--- src/rtl/cpu_divide_sequencer_pkg.sv ---
// -----------------------------------------------------------------------------
// cpu_divide_sequencer_pkg
// Shared definitions for the RV32M divide sequencer: operation codes, FSM
// state codes, RISC-V special-case result constants and small helpers that
// decode an operation into signedness and quotient/remainder selection.
// -----------------------------------------------------------------------------
package cpu_divide_sequencer_pkg;

   typedef enum logic [1:0] {
      OP_DIV  = 2'd0,
      OP_DIVU = 2'd1,
      OP_REM  = 2'd2,
      OP_REMU = 2'd3
   } op_e;

   typedef enum logic [1:0] {
      ST_IDLE = 2'd0,
      ST_WAIT = 2'd1,
      ST_DONE = 2'd2
   } state_e;

   localparam logic [31:0] DIV_ZERO_Q = 32'hFFFF_FFFF;
   localparam logic [31:0] INT_MIN    = 32'h8000_0000;
   localparam logic [31:0] NEG_ONE    = 32'hFFFF_FFFF;

   // DIV and REM interpret their operands as two's complement.
   function automatic logic op_is_signed(input op_e op);
      return (op == OP_DIV) || (op == OP_REM);
   endfunction

   // REM/REMU return the remainder, DIV/DIVU the quotient.
   function automatic logic [31:0] select_result(input op_e op,
                                                 input logic [31:0] quo,
                                                 input logic [31:0] rem);
      return ((op == OP_REM) || (op == OP_REMU)) ? rem : quo;
   endfunction

endpackage

--- src/rtl/cpu_divide_special.sv ---
// -----------------------------------------------------------------------------
// cpu_divide_special
// Combinational detector for the two RISC-V divide cases that never go to the
// divider: division by zero and signed INT_MIN / -1 overflow.
// Ports:
//   i_signed      in   1   operation is signed (DIV/REM)
//   i_num         in   32  dividend
//   i_den         in   32  divisor
//   o_is_special  out  1   one of the special cases applies
//   o_quotient    out  32  architected quotient for the special case
//   o_remainder   out  32  architected remainder for the special case
// -----------------------------------------------------------------------------
module cpu_divide_special
   import cpu_divide_sequencer_pkg::*;
(
   input  logic        i_signed,
   input  logic [31:0] i_num,
   input  logic [31:0] i_den,
   output logic        o_is_special,
   output logic [31:0] o_quotient,
   output logic [31:0] o_remainder
);

   // Special-case classification; divide-by-zero wins over overflow.
   always_comb begin
      o_is_special = 1'b0;
      o_quotient   = 32'h0000_0000;
      o_remainder  = 32'h0000_0000;
      if (i_den == 32'h0000_0000) begin
         o_is_special = 1'b1;
         o_quotient   = DIV_ZERO_Q;
         o_remainder  = i_num;
      end else if (i_signed && (i_num == INT_MIN) && (i_den == NEG_ONE)) begin
         o_is_special = 1'b1;
         o_quotient   = INT_MIN;
         o_remainder  = 32'h0000_0000;
      end else begin
         o_is_special = 1'b0;
         o_quotient   = 32'h0000_0000;
         o_remainder  = 32'h0000_0000;
      end
   end

endmodule

--- src/rtl/cpu_divide_sequencer.sv ---
// -----------------------------------------------------------------------------
// cpu_divide_sequencer
// Execute-stage controller for the pipelined RV32M divider. Accepts one
// DIV/DIVU/REM/REMU request at a time, resolves special cases and cache hits
// in one cycle, otherwise drives the divider with stable operands, waits the
// divider latency and captures the selected result. A one-entry cache keeps
// the last divider quotient/remainder pair so DIV+REM on the same operands
// only uses the divider once.
// Ports:
//   i_clock, i_reset_n            clock, synchronous active-low reset
//   i_request / o_ready           request handshake
//   i_op, i_numerator, i_denominator  operation and operands
//   i_flush                       abort current operation
//   o_valid / i_accept / o_result result handshake
//   o_div_signed, o_div_numerator, o_div_denominator  divider inputs
//   i_div_result, i_div_remainder divider outputs
// -----------------------------------------------------------------------------
module cpu_divide_sequencer
   import cpu_divide_sequencer_pkg::*;
#(
   parameter int LATENCY      = 2,
   parameter bit ENABLE_CACHE = 1'b1
)(
   input  logic        i_clock,
   input  logic        i_reset_n,
   input  logic        i_request,
   output logic        o_ready,
   input  logic [1:0]  i_op,
   input  logic [31:0] i_numerator,
   input  logic [31:0] i_denominator,
   input  logic        i_flush,
   output logic        o_valid,
   input  logic        i_accept,
   output logic [31:0] o_result,
   output logic        o_div_signed,
   output logic [31:0] o_div_numerator,
   output logic [31:0] o_div_denominator,
   input  logic [31:0] i_div_result,
   input  logic [31:0] i_div_remainder
);

   state_e      state_q;
   op_e         op_q;
   logic [3:0]  cnt_q;
   logic        ready_q;
   logic        valid_q;
   logic [31:0] result_q;
   logic        div_signed_q;
   logic [31:0] div_num_q;
   logic [31:0] div_den_q;
   logic        cache_valid_q;
   logic        cache_signed_q;
   logic [31:0] cache_num_q;
   logic [31:0] cache_den_q;
   logic [31:0] cache_quo_q;
   logic [31:0] cache_rem_q;

   op_e         req_op_s;
   logic        req_signed_s;
   logic        special_s;
   logic [31:0] special_quo_s;
   logic [31:0] special_rem_s;
   logic        cache_hit_s;

   assign req_op_s     = op_e'(i_op);
   assign req_signed_s = op_is_signed(req_op_s);

   cpu_divide_special u_special (
      .i_signed     (req_signed_s),
      .i_num        (i_numerator),
      .i_den        (i_denominator),
      .o_is_special (special_s),
      .o_quotient   (special_quo_s),
      .o_remainder  (special_rem_s)
   );

   // Cache lookup against the incoming request.
   always_comb begin
      cache_hit_s = 1'b0;
      if (ENABLE_CACHE && cache_valid_q && (cache_signed_q == req_signed_s) &&
          (cache_num_q == i_numerator) && (cache_den_q == i_denominator)) begin
         cache_hit_s = 1'b1;
      end else begin
         cache_hit_s = 1'b0;
      end
   end

   // Sequencer FSM with latency counter, divider operand regs, result and cache.
   always_ff @(posedge i_clock) begin
      if (!i_reset_n) begin
         state_q        <= ST_IDLE;
         op_q           <= OP_DIV;
         cnt_q          <= 4'd0;
         ready_q        <= 1'b1;
         valid_q        <= 1'b0;
         result_q       <= 32'h0000_0000;
         div_signed_q   <= 1'b0;
         div_num_q      <= 32'h0000_0000;
         div_den_q      <= 32'h0000_0000;
         cache_valid_q  <= 1'b0;
         cache_signed_q <= 1'b0;
         cache_num_q    <= 32'h0000_0000;
         cache_den_q    <= 32'h0000_0000;
         cache_quo_q    <= 32'h0000_0000;
         cache_rem_q    <= 32'h0000_0000;
      end else if (i_flush) begin
         // Abort wherever we are; the cache keeps its previous entry.
         state_q <= ST_IDLE;
         ready_q <= 1'b1;
         valid_q <= 1'b0;
      end else begin
         case (state_q)
            ST_IDLE: begin
               if (i_request) begin
                  op_q    <= req_op_s;
                  ready_q <= 1'b0;
                  if (special_s) begin
                     result_q <= select_result(req_op_s, special_quo_s, special_rem_s);
                     valid_q  <= 1'b1;
                     state_q  <= ST_DONE;
                  end else if (cache_hit_s) begin
                     result_q <= select_result(req_op_s, cache_quo_q, cache_rem_q);
                     valid_q  <= 1'b1;
                     state_q  <= ST_DONE;
                  end else begin
                     div_signed_q <= req_signed_s;
                     div_num_q    <= i_numerator;
                     div_den_q    <= i_denominator;
                     cnt_q        <= 4'(LATENCY);
                     state_q      <= ST_WAIT;
                  end
               end else begin
                  state_q <= ST_IDLE;
               end
            end
            ST_WAIT: begin
               // Divider output is valid once the counter has run down.
               if (cnt_q == 4'd0) begin
                  result_q <= select_result(op_q, i_div_result, i_div_remainder);
                  valid_q  <= 1'b1;
                  state_q  <= ST_DONE;
                  if (ENABLE_CACHE) begin
                     cache_valid_q  <= 1'b1;
                     cache_signed_q <= div_signed_q;
                     cache_num_q    <= div_num_q;
                     cache_den_q    <= div_den_q;
                     cache_quo_q    <= i_div_result;
                     cache_rem_q    <= i_div_remainder;
                  end else begin
                     cache_valid_q  <= 1'b0;
                  end
               end else begin
                  cnt_q <= cnt_q - 4'd1;
               end
            end
            ST_DONE: begin
               if (i_accept) begin
                  valid_q <= 1'b0;
                  ready_q <= 1'b1;
                  state_q <= ST_IDLE;
               end else begin
                  state_q <= ST_DONE;
               end
            end
            default: begin
               valid_q <= 1'b0;
               ready_q <= 1'b1;
               state_q <= ST_IDLE;
            end
         endcase
      end
   end

   assign o_ready           = ready_q;
   assign o_valid           = valid_q;
   assign o_result          = result_q;
   assign o_div_signed      = div_signed_q;
   assign o_div_numerator   = div_num_q;
   assign o_div_denominator = div_den_q;

endmodule
--- config.mk ---
export PLATFORM = sky130hd
export DESIGN_NAME = cpu_divide_sequencer
export DESIGN_NICKNAME = d
export VERILOG_FILES = /design/src/rtl/cpu_divide_sequencer_pkg.sv /design/src/rtl/cpu_divide_special.sv /design/src/rtl/cpu_divide_sequencer.sv
export SDC_FILE = /design/constraint.sdc
export NUM_CORES = 1
export LEC_CHECK = 0
export BUFFER_PORTS_ARGS = -buffer_cell sky130_fd_sc_hd__buf_2
export CAP_MARGIN = 20
export CORE_MARGIN = 3
export CORE_UTILIZATION = 40
export CTS_BUF_LIST = sky130_fd_sc_hd__clkbuf_4 sky130_fd_sc_hd__clkbuf_8
export DETAILED_ROUTE_END_ITERATION = 7
export HOLD_SLACK_MARGIN = 0.1
export PLACE_DENSITY = 0.64
export SETUP_SLACK_MARGIN = 0.3
export SLEW_MARGIN = 15
export SYNTH_ARGS = -nofsm -noshare
export SYNTH_HDL_FRONTEND = slang
export SYNTH_SLANG_ARGS = --single-unit
export TNS_END_PERCENT = 1
--- constraint.sdc ---
create_clock -name i_clock -period 3.3 [get_ports i_clock]
set_input_delay 0.165 -clock i_clock [delete_from_list [all_inputs] [get_ports i_clock]]
set_output_delay 0.165 -clock i_clock [all_outputs]
set_load 0.02 [all_outputs]
==> impl_metrics.env <==
export IMPL_setup_violations=0
export IMPL_num_vias=11190
export IMPL_min_period_over_period_pct=87.21
export IMPL_finalSetupTns_ns=0
export IMPL_num_rows=61
export IMPL_drive_gt1_share_pct=21.62
export IMPL_worst_path_largest_cell_delay_ns=0.54
export IMPL_min_path_type="input port to register"
export IMPL_cts_htree_levels=2
export IMPL_synthArstFlopShare_pct=0
export IMPL_cts_tree="yes"
export IMPL_core_area_mm2=0.02786
export IMPL_drt_pass1_iter_count=5
export IMPL_rr_endpoint="state_q[1]"
export IMPL_period_needed_ns=2.878
export IMPL_path_max_fanout=34
export IMPL_start_util_pct=40.76
export IMPL_synth_cell_types=48
export IMPL_grt_use_total_pct=24.85
export IMPL_yosys_warnings=0
export IMPL_syn_area_mm2=0.01136
export IMPL_startpoint_type="input port"
export IMPL_regArea_mm2=0.004725
export IMPL_multi_input_area_mm2=0.006095
export IMPL_yosysTopAreaCell="dfxtp_1"
export IMPL_numPortBuffers=233
export IMPL_p_leak_uw=0.005716
export IMPL_maxCapViolCount=0
export IMPL_wl_um=39100
export IMPL_met1Wirelength_um=17030
export IMPL_die_h_um=174.5
export IMPL_dp_hpwl_um=25780
export IMPL_worstHoldPathCells=3
export IMPL_grt_max_degree=121
export IMPL_yosysTopAreaCellShare_pct=41.60
export IMPL_synth_nets=1501
export IMPL_yosysMostFrequentCell="nand2_1"
export IMPL_synth_cells=1364
export IMPL_ys_seq_elements=236
export IMPL_area_growth_syn_to_layout_pct=32.05
export IMPL_cp_slowest_cell="dlygate4sd3_1"
export IMPL_worst_setup_path_end_kind="register"
export IMPL_finalMaxSlewViolations=0
export IMPL_crit_chain="dlygate4sd3_1 > buf_2 > nor4_1 > buf_4 > nand4_1 > or4_1 > o31a_1 > o21a_1 > buf_4 > or3_1 > a31oi_1"
export IMPL_wl_per_cell_um=18.72
export IMPL_hold_end="op_q[1]"
export IMPL_skew_ns=0.03238
export IMPL_cts_buffers=43
export IMPL_wl_met2_um=17430
export IMPL_worst_pin_slew_ns=0.7107
export IMPL_hold_start="i_op[1]"
export IMPL_synthTopCellsByCount="nand2_1, dfxtp_1, a21boi_0"
export IMPL_pin_count=234
export IMPL_drtIter0Drc=949
export IMPL_status="complete, no violations"
export IMPL_arrival_ns=3.34
export IMPL_fill_cells=2568
export IMPL_cts_buffer_depth=3
export IMPL_insertion_delay_ns=0.56
export IMPL_syn_area_per_cell_um2=8.325
export IMPL_crit_family="simple AND/OR/NAND/NOR gates"
export IMPL_synth_edf_count=0
export IMPL_ir_worst_vdd_v=0.0003060
export IMPL_critical_path_class="input port to register"
export IMPL_clkSinkCount=236
export IMPL_power_uw=6840
export IMPL_grt_pass1_vias=11000
export IMPL_worstRegToRegCells=8
export IMPL_design_die_area_mm2=0.03045
export IMPL_drcViolationCount=0
export IMPL_synth_seq_area_share_pct=41.60
export IMPL_ant_nets=0
export IMPL_synth_area_top_cells="dfxtp_1, nand2_1, a21boi_0, mux2i_1, clkbuf_1"
export IMPL_die_w_um=174.5
export IMPL_cts_root_buf="clkbuf_8"
export IMPL_wl_met3_um=3128
export IMPL_grt_pass1_wl_um=61140
export IMPL_relSlewSlack_pct=52.62
export IMPL_power_density_mw_per_mm2=456.2
export IMPL_ys_flop_type="dfxtp_1"
export IMPL_cp_common_cell="buf_4"
export IMPL_max_freq_mhz=347.5
export IMPL_avgViaCountPerCell=5.358
export IMPL_antenna_found_initial=0
export IMPL_rrSetupSlack_ns=0.66
export IMPL_r2r_start="cache_num_q[21]"
export IMPL_clk_transition_reported_paths_ns=0.05
export IMPL_final_net_count=1815
export IMPL_rsz0062_at_grt="no"
export IMPL_cp_required_ns=3.76
export IMPL_crit_buf_inv=4
export IMPL_grt_overflow_total=0
export IMPL_highest_layer="met4"
export IMPL_hold_viol=0
export IMPL_n_antenna_cell=0
export IMPL_finalWeightedCongestion=0.8920
==> power by group <==
part           switching (uW)  internal, uW  total, uW
Clock                    1270          1720       2990
Sequential               53.1          2920       2970
Combinational             496           381        877
Total                    1820          5030       6840
==> per-stage QoR <==
stage / setup WS [ns] / cell area, um^2 / cells / util (%) / hold WS (ns)
5_1_grt: 0.3101 / 15000 / 2089 / 53.83 / 0.2019
3_3_place_gp: 0.4816 / 12730 / 1879 / 45.70 / 0.4281
4_1_cts: 0.4367 / 15000 / 2089 / 53.83 / 0.1342
2_1_floorplan: 0.9730 / 11360 / 1364 / - / 0.3072
3_5_place_dp: 0.4635 / 12730 / 1879 / 45.70 / 0.4376
6_report: 0.4219 / 15000 / 2089 / 53.83 / 0.1630
==> how the worst max path moves through the flow <==
stage | from | end | slack (ns) | cells after the start
5_1_grt | i_numerator[26] | state_q[1] | 0.31 | 11
6_report | i_numerator[25] | state_q[1] | 0.42 | 11
4_1_cts | i_numerator[26] | state_q[1] | 0.44 | 11
3_5_place_dp | i_numerator[26] | cnt_q[1] | 0.46 | 10
2_1_floorplan | i_numerator[1] | o_div_denominator[0] | 0.97 | 11
3_3_place_gp | i_numerator[26] | state_q[1] | 0.48 | 10
==> worst reg2reg max path, stage by stage, from the launching register on <==
cell,delay [ns]
dfxtp_1,0.34
nor2b_1,0.14
a2111o_1,0.39
a2111oi_0,0.39
nand4_1,0.20
o21a_1,0.28
buf_4,0.29
or3_1,0.38
a31oi_1,0.15
==> area by class of cell <==
| cell class | instances | area share, % |
|---|---|---|
| inverters | 21 | 0.5257 |
| clock buffers | 68 | 5.657 |
| repair buffers | 383 | 17.88 |
| flip-flops and latches | 236 | 31.51 |
| clock inverters | 10 | 0.6341 |
| multi-input cells | 993 | 40.64 |
| well taps | 378 | 3.154 |
==> per-layer routing <==
metal  vias to the layer above  global-route usage, %
met4                         0                  10.27
li1                       5386                      -
met5                         -                      0
met1                      5247                  33.43
met2                       467                  39.00
met3                        92                  5.111
==> layout by cell type, fill, tap and decap left out, types with 3 or more instances in the layout <==
cell,instances
inv_1,21
nand2_1,399
mux2_2,32
o22ai_1,6
buf_12,4
o21ai_0,64
a2111o_1,3
nor2b_1,44
clkbuf_8,55
nor2_1,4
o21a_1,3
nor3_1,6
xnor2_1,39
buf_2,232
clkbuf_4,14
or3_1,3
nor4_1,18
dlygate4sd3_1,132
and2_1,3
clkinv_2,6
mux2i_1,66
a22o_1,4
nand2b_1,16
a221oi_1,31
dfxtp_1,236
a21boi_0,130
buf_4,14
o31ai_1,33
nand4_1,22
o2111ai_1,35
==> sequential cells by signal, summed over array words and instances (netlist names), 2 cells and up <==
signal,count
o_div_denominator,32
o_result,32
cache_num_q,32
cache_quo_q,32
o_div_numerator,32
cnt_q,4
cache_rem_q,32
state_q,2
cache_den_q,32
==> what timing repair did <==
| action | in CTS | in global routing |
|---|---|---|
| hold endpoints to repair | 157 | 0 |
| resized for setup | 0 | 0 |
| buffers inserted | 0 | 0 |
| hold buffers | 132 | 0 |
==> logic make-up (layout without fill, tap and decap cells) <==
family / count (synthesis) / after routing / share of synthesized area [%]
compound gates: 323 / 323 / 20.76
xor+xnor: 40 / 40 / 3.085
fa+ha+maj: 2 / 2 / 0.2203
buf+inv: 135 / 482 / 4.881
flops: 236 / 236 / 41.60
mux: 98 / 98 / 8.991
simple gates: 530 / 530 / 20.46
Power figures use the tool's default switching activity.
